[src/rtl/cla_pipe_addsub.sv]
// cla_pipe_addsub: pipelined carry-lookahead adder/subtractor.
// Operands are split into 4-bit lookahead groups. Each pipeline stage resolves
// GPS groups and registers the carry, the finished low sum bits and the upper
// operand bits that are not yet consumed. B is stored already conditioned for
// subtraction. Every stage has its own valid bit, and a stall collapses bubbles.
// Optional feature: define CLA_PIPE_FLAGS_EN to build the ovf/zero flags.
// Without it, ovf and zero are tied to 0.
module cla_pipe_addsub #(
    parameter int WIDTH = 16,
    parameter int GPS   = 1
) (
    input  logic             clk,
    input  logic             rst_n,
    input  logic             in_valid,
    output logic             in_ready,
    input  logic [WIDTH-1:0] a,
    input  logic [WIDTH-1:0] b,
    input  logic             cin,
    input  logic             sub,
    output logic             out_valid,
    input  logic             out_ready,
    output logic [WIDTH-1:0] sum,
    output logic             cout,
    output logic             ovf,
    output logic             zero
);

    localparam int SW   = 4 * GPS;
    localparam int NSTG = WIDTH / SW;

    // One 4-bit group with full lookahead. Returns {carry_out, sum[3:0]}.
    function automatic logic [4:0] cla4(input logic [3:0] x, input logic [3:0] y,
                                        input logic ci);
        logic [3:0] p;
        logic [3:0] g;
        logic       c1, c2, c3, c4;
        p  = x ^ y;
        g  = x & y;
        c1 = g[0] | (p[0] & ci);
        c2 = g[1] | (p[1] & g[0]) | (p[1] & p[0] & ci);
        c3 = g[2] | (p[2] & g[1]) | (p[2] & p[1] & g[0]) | (p[2] & p[1] & p[0] & ci);
        c4 = g[3] | (p[3] & g[2]) | (p[3] & p[2] & g[1]) | (p[3] & p[2] & p[1] & g[0])
           | (p[3] & p[2] & p[1] & p[0] & ci);
        return {c4, p ^ {c3, c2, c1, ci}};
    endfunction

    logic [NSTG-1:0] r_v;
    logic [NSTG-1:0] w_ld;

    // A stage may load when it, or any stage after it, has room, or when the output retires.
    always_comb begin : p_ld
        logic acc;
        acc  = out_ready;
        w_ld = '0;
        for (int k = NSTG - 1; k >= 0; k--) begin
            acc     = acc | ~r_v[k];
            w_ld[k] = acc;
        end
    end

    assign in_ready = w_ld[0];

    // Stage valid bits move forward wherever a stage is allowed to load.
    always_ff @(posedge clk or negedge rst_n) begin
        if (!rst_n) begin
            r_v <= '0;
        end else begin
            if (w_ld[0]) r_v[0] <= in_valid;
            for (int k = 1; k < NSTG; k++) begin
                if (w_ld[k]) r_v[k] <= r_v[k-1];
            end
        end
    end

    for (genvar k = 0; k < NSTG; k++) begin : g_stg
        localparam int HW = WIDTH - SW * k;

        logic [HW-1:0]       w_a;
        logic [HW-1:0]       w_b;
        logic                w_ci;
        logic                w_en;
        logic                w_co;
        logic [SW-1:0]       w_sg;
        logic [SW*(k+1)-1:0] w_sn;
        logic [SW*(k+1)-1:0] r_s;
        logic                r_c;

        if (k == 0) begin : g_src
            assign w_a  = a;
            assign w_b  = sub ? ~b : b;
            assign w_ci = cin ^ sub;
            assign w_en = w_ld[0] & in_valid;
            assign w_sn = w_sg;
        end else begin : g_src
            assign w_a  = g_stg[k-1].g_fwd.r_a;
            assign w_b  = g_stg[k-1].g_fwd.r_b;
            assign w_ci = g_stg[k-1].r_c;
            assign w_en = w_ld[k] & r_v[k-1];
            assign w_sn = {w_sg, g_stg[k-1].r_s};
        end

        // Ripple the carry through this stage's groups. Lookahead stays inside each group.
        always_comb begin : p_grp
            logic c;
            c    = w_ci;
            w_sg = '0;
            for (int j = 0; j < GPS; j++) begin
                {c, w_sg[4*j +: 4]} = cla4(w_a[4*j +: 4], w_b[4*j +: 4], c);
            end
            w_co = c;
        end

        // Capture the partial sum and the carry into the next stage.
        always_ff @(posedge clk or negedge rst_n) begin
            if (!rst_n) begin
                r_s <= '0;
                r_c <= 1'b0;
            end else if (w_en) begin
                r_s <= w_sn;
                r_c <= w_co;
            end
        end

        if (k < NSTG - 1) begin : g_fwd
            logic [HW-SW-1:0] r_a;
            logic [HW-SW-1:0] r_b;

            // Carry the operand bits still unconsumed to the following stages.
            always_ff @(posedge clk or negedge rst_n) begin
                if (!rst_n) begin
                    r_a <= '0;
                    r_b <= '0;
                end else if (w_en) begin
                    r_a <= w_a[HW-1:SW];
                    r_b <= w_b[HW-1:SW];
                end
            end
        end
    end

    assign out_valid = r_v[NSTG-1];
    assign sum       = g_stg[NSTG-1].r_s;
    assign cout      = g_stg[NSTG-1].r_c;

`ifdef CLA_PIPE_FLAGS_EN
    logic w_cmsb;
    logic w_ovf;
    logic w_zero;
    logic r_ovf;
    logic r_zero;

    // The carry into the MSB is recovered from the MSB sum bit: s = a ^ b ^ c.
    assign w_cmsb = g_stg[NSTG-1].w_a[SW-1] ^ g_stg[NSTG-1].w_b[SW-1]
                  ^ g_stg[NSTG-1].w_sg[SW-1];
    assign w_ovf  = w_cmsb ^ g_stg[NSTG-1].w_co;
    assign w_zero = (g_stg[NSTG-1].w_sn == '0);

    // Flags are registered together with the final sum.
    always_ff @(posedge clk or negedge rst_n) begin
        if (!rst_n) begin
            r_ovf  <= 1'b0;
            r_zero <= 1'b0;
        end else if (g_stg[NSTG-1].w_en) begin
            r_ovf  <= w_ovf;
            r_zero <= w_zero;
        end
    end

    assign ovf  = r_ovf;
    assign zero = r_zero;
`else
    assign ovf  = 1'b0;
    assign zero = 1'b0;
`endif

endmodule

[config.mk]
export PLATFORM = sky130hd
export DESIGN_NAME = cla_pipe_addsub
export DESIGN_NICKNAME = d
export VERILOG_FILES = /design/src/rtl/cla_pipe_addsub.sv
export SDC_FILE = /design/constraint.sdc
export NUM_CORES = 1
export LEC_CHECK = 0
export CAP_MARGIN = 20
export CORE_MARGIN = 2
export CORE_UTILIZATION = 30
export DETAILED_ROUTE_END_ITERATION = 8
export PLACE_DENSITY = 0.56
export SYNTH_ARGS = -nofsm -noshare
export SYNTH_HDL_FRONTEND = slang
export SYNTH_SLANG_ARGS = --single-unit
export TNS_END_PERCENT = 30
[constraint.sdc]
create_clock -name clk -period 3.2 [get_ports clk]
set_input_delay 0.64 -clock clk [delete_from_list [all_inputs] [get_ports clk]]
set_output_delay 0.64 -clock clk [all_outputs]
set_load 0.01 [all_outputs]
==> impl_metrics.yaml <==
critical_path:
  startpoint_type: "input port"
  crit_family: "buffers and inverters"
  critical_path_class: "input port to output pin"
  cpMostUsedCell: "clkdlybuf4s50_1"
  crit_required_ns: 2.56
  crit_arrival_ns: 2.22
  crit_slowest_cell: "clkdlybuf4s50_1"
  crit_fanout: 4
  max_stage_delay_ns: 0.49
  crit_chain: "clkdlybuf4s50_1 -> nand4b_2 -> or2_2 -> clkdlybuf4s50_1"
  path_buf_inv: 2
  end_kind: "output pin"
cts:
  cts.path.max_buffers: 2
  cts_resized: 0
  cts.sinks: 96
  cts_root_buf: "clkbuf_16"
  clkTransAtPathRegs_ns: 0.06
  cts_setup_buffers: 0
  cts_tree: "done"
  clk_latency_ns: 0.34
  cts_made_buffers: 9
  cts_hold_buf: 0
  htreeDepth: 3
placement:
  port-buffer-count: 56
  placed_cells: 554
  hpwl_um: 5390
  gp_congestion: 0.771
synth:
  synth_largest_area_cell: "dfrtp_1"
  postSynthAreaPerCell_sq_um: 13.2
  synth_flop_cell: "dfrtp_1"
  ys_seq_area_share_pct: 55.8
  synth_warnings: 0
  synth_cell_types: 28
  synth_top_area_share_pct: 55.8
  synth.area.top_cells: "dfrtp_1 (56%), mux2_2 (15%), ha_1 (5.2%), xnor2_1 (4.1%), o21ai_0 (3.6%)"
  synth-async-reset-ratio_pct: 100
  synthCells: 326
  yosysMostFrequentCell: "dfrtp_1"
  synth-edff-count: 0
  synth-seq-cells: 96
  netlist_area_sq_um: 4310
  synth_common_cells: "dfrtp_1 (96), mux2_2 (57), nand2_1 (34), o21ai_0 (31), xnor2_1 (20)"
drt:
  postRouteAntennaNets: 0
  vias: 2473
  wl_um: 7300
  drtPass1Iterations: 4
  viasPerCell: 4.35
  drt-initial-drc-count: 85
  drc_errors: 0
  routedWlPerCell_um: 12.9
layout:
  syn_to_final_growth_pct: 23.2
  final_cells: 568
  final_nets: 446
  antennaDiodeCount: 0
  drive_above_1_share_pct: 20.9
sta:
  slew_headroom_pct: 49.9
  hold_viol: 0
  grt_setup_unrepaired: "false"
  skew_ns: 0.00431
  setup_tns_ns: 0
  clock.fmax_mhz: 350
  finalSetupViolations: 0
  slew_violations: 0
  fin_crit_sh_pct: 89.2
  post-route-min-period_ns: 2.86
  worstMarginPinSlew_ns: 0.749
die:
  initial_core_util_pct: 30.9
  die-width_um: 124
  die_area_sq_um: 15300
  coreArea_sq_um: 13900
  row_count: 43
  fp.dieH_um: 124
  top_level_ports: 59
global_routing:
  grt_pass1_wl_um: 12400
  grtUsageTotal_pct: 10.6
  first_global_vias: 2504
  grt_max_degree: 87
  grt_overflow: 0
  antenna_found_initial: 0
power:
  cellPowerDensity_nw_per_um2: 769
  p_leak_nw: 2.28
  irDropWorstVdd_uv: 270
hold_path:
  hold_class: "input port to async pin"
job:
  maxCapViolations: 0
status:
  status: "complete, no violations"
==> cells in the final DEF, fill, tap and decap left out <==
cell type and instances:
mux2_2 57, inv_1 5, nand4b_2 1, nand3_1 2
o21ai_1 1, o21ai_4 1, fa_1 4, clkinv_2 2
clkdlybuf4s50_1 55, mux2_1 6, a211oi_1 4, nand2b_1 4
o21ai_0 31, buf_4 6, or2_2 1, xnor2_1 20
ha_1 18, a21oi_1 8, nand2_1 34, xor2_1 8
conb_1 2, o21bai_1 3, a21o_1 3, dfrtp_1 96
nand3b_1 1, o2111ai_2 1, buf_12 2, clkbuf_16 9
xnor2_2 1, clkbuf_1 2
==> power by group <==
group	leakage (nW)	internal, mW	switching (mW)	total, mW
Combinational	1.00	0.761	0.526	1.29
Sequential	1.15	1.63	0.246	1.88
Clock	0.121	0.511	0.404	0.915
Total	2.28	2.90	1.18	4.08
==> cell families after synthesis <==
| logic type | after synthesis | synth area share (%) |
|---|---|---|
| other | 1 | 0.0870 |
| buffers and inverters | 20 | 2.96 |
| adders and majority gates | 22 | 7.09 |
| xor gates and xnor gates | 29 | 6.07 |
| and+or+nand+nor | 43 | 4.44 |
| AOI/OAI and AO/OA | 52 | 7.12 |
| DFF | 96 | 55.8 |
| muxes | 63 | 16.5 |
==> area by class of cell <==
| cell class | count | area (sq um) |
|---|---|---|
| Tap cell | 180 | 225 |
| Sequential cell | 96 | 2400 |
| Clock inverter | 2 | 10.0 |
| Multi-Input combinational cell | 211 | 1780 |
| Inverter | 5 | 18.8 |
| Clock buffer | 11 | 233 |
| Timing Repair Buffer | 63 | 636 |
| Fill cell | 1342 | 8630 |
==> worst paths after layout <==
| path | start | to | slack, ns | depth (start not counted) |
|---|---|---|---|---|
| max reg2reg | r_v[3] | sum[12] | 1.61 | 3 |
| max in group asynchronous | rst_n | sum[15] | 2.27 | 2 |
| max | out_ready | in_ready | 0.34 | 4 |
| min | rst_n | r_v[0] | 0.30 | 1 |
| min in group clk | g_stg[2].r_s[10] | g_stg[2].r_s[10] | 0.48 | 2 |
| min reg2reg | g_stg[2].r_s[10] | g_stg[2].r_s[10] | 0.48 | 2 |
==> metrics by stage <==
step           util, %  setup slack [ns]  total power, mW  hold slack, ns  area, sq um
2_1_floorplan        -              1.04             2.70           0.344         4310
3_3_place_gp      36.2             0.363             3.15           0.460         5040
3_5_place_dp      36.2             0.359             3.22           0.469         5040
4_1_cts           37.9             0.337             4.15           0.483         5290
5_1_grt           38.1             0.292             4.40           0.341         5310
6_report          38.1             0.345             4.08           0.299         5310
==> routing by layer <==
| layer | up-vias | wire (um) | global-route usage (%) | part of all wire, % |
|---|---|---|---|---|
| li1 | 1239 | - | - | - |
| met1 | 1172 | 3670 | 14.5 | 50 |
| met2 | 49 | 3120 | 15.2 | 43 |
| met3 | 13 | 302 | 2.06 | 4.1 |
| met4 | 0 | 209 | 6.61 | 2.9 |
| met5 | - | 0 | 0 | 0 |
==> flip-flops by register name, indices dropped and copies added, names as in the netlist <==
name,count
g_stg.r_c,3
cout,1
g_stg.r_s,24
r_v,4
sum,16
g_stg.g_fwd.r_a,24
g_stg.g_fwd.r_b,24
Note: power is estimated with default switching activity, not from simulation.
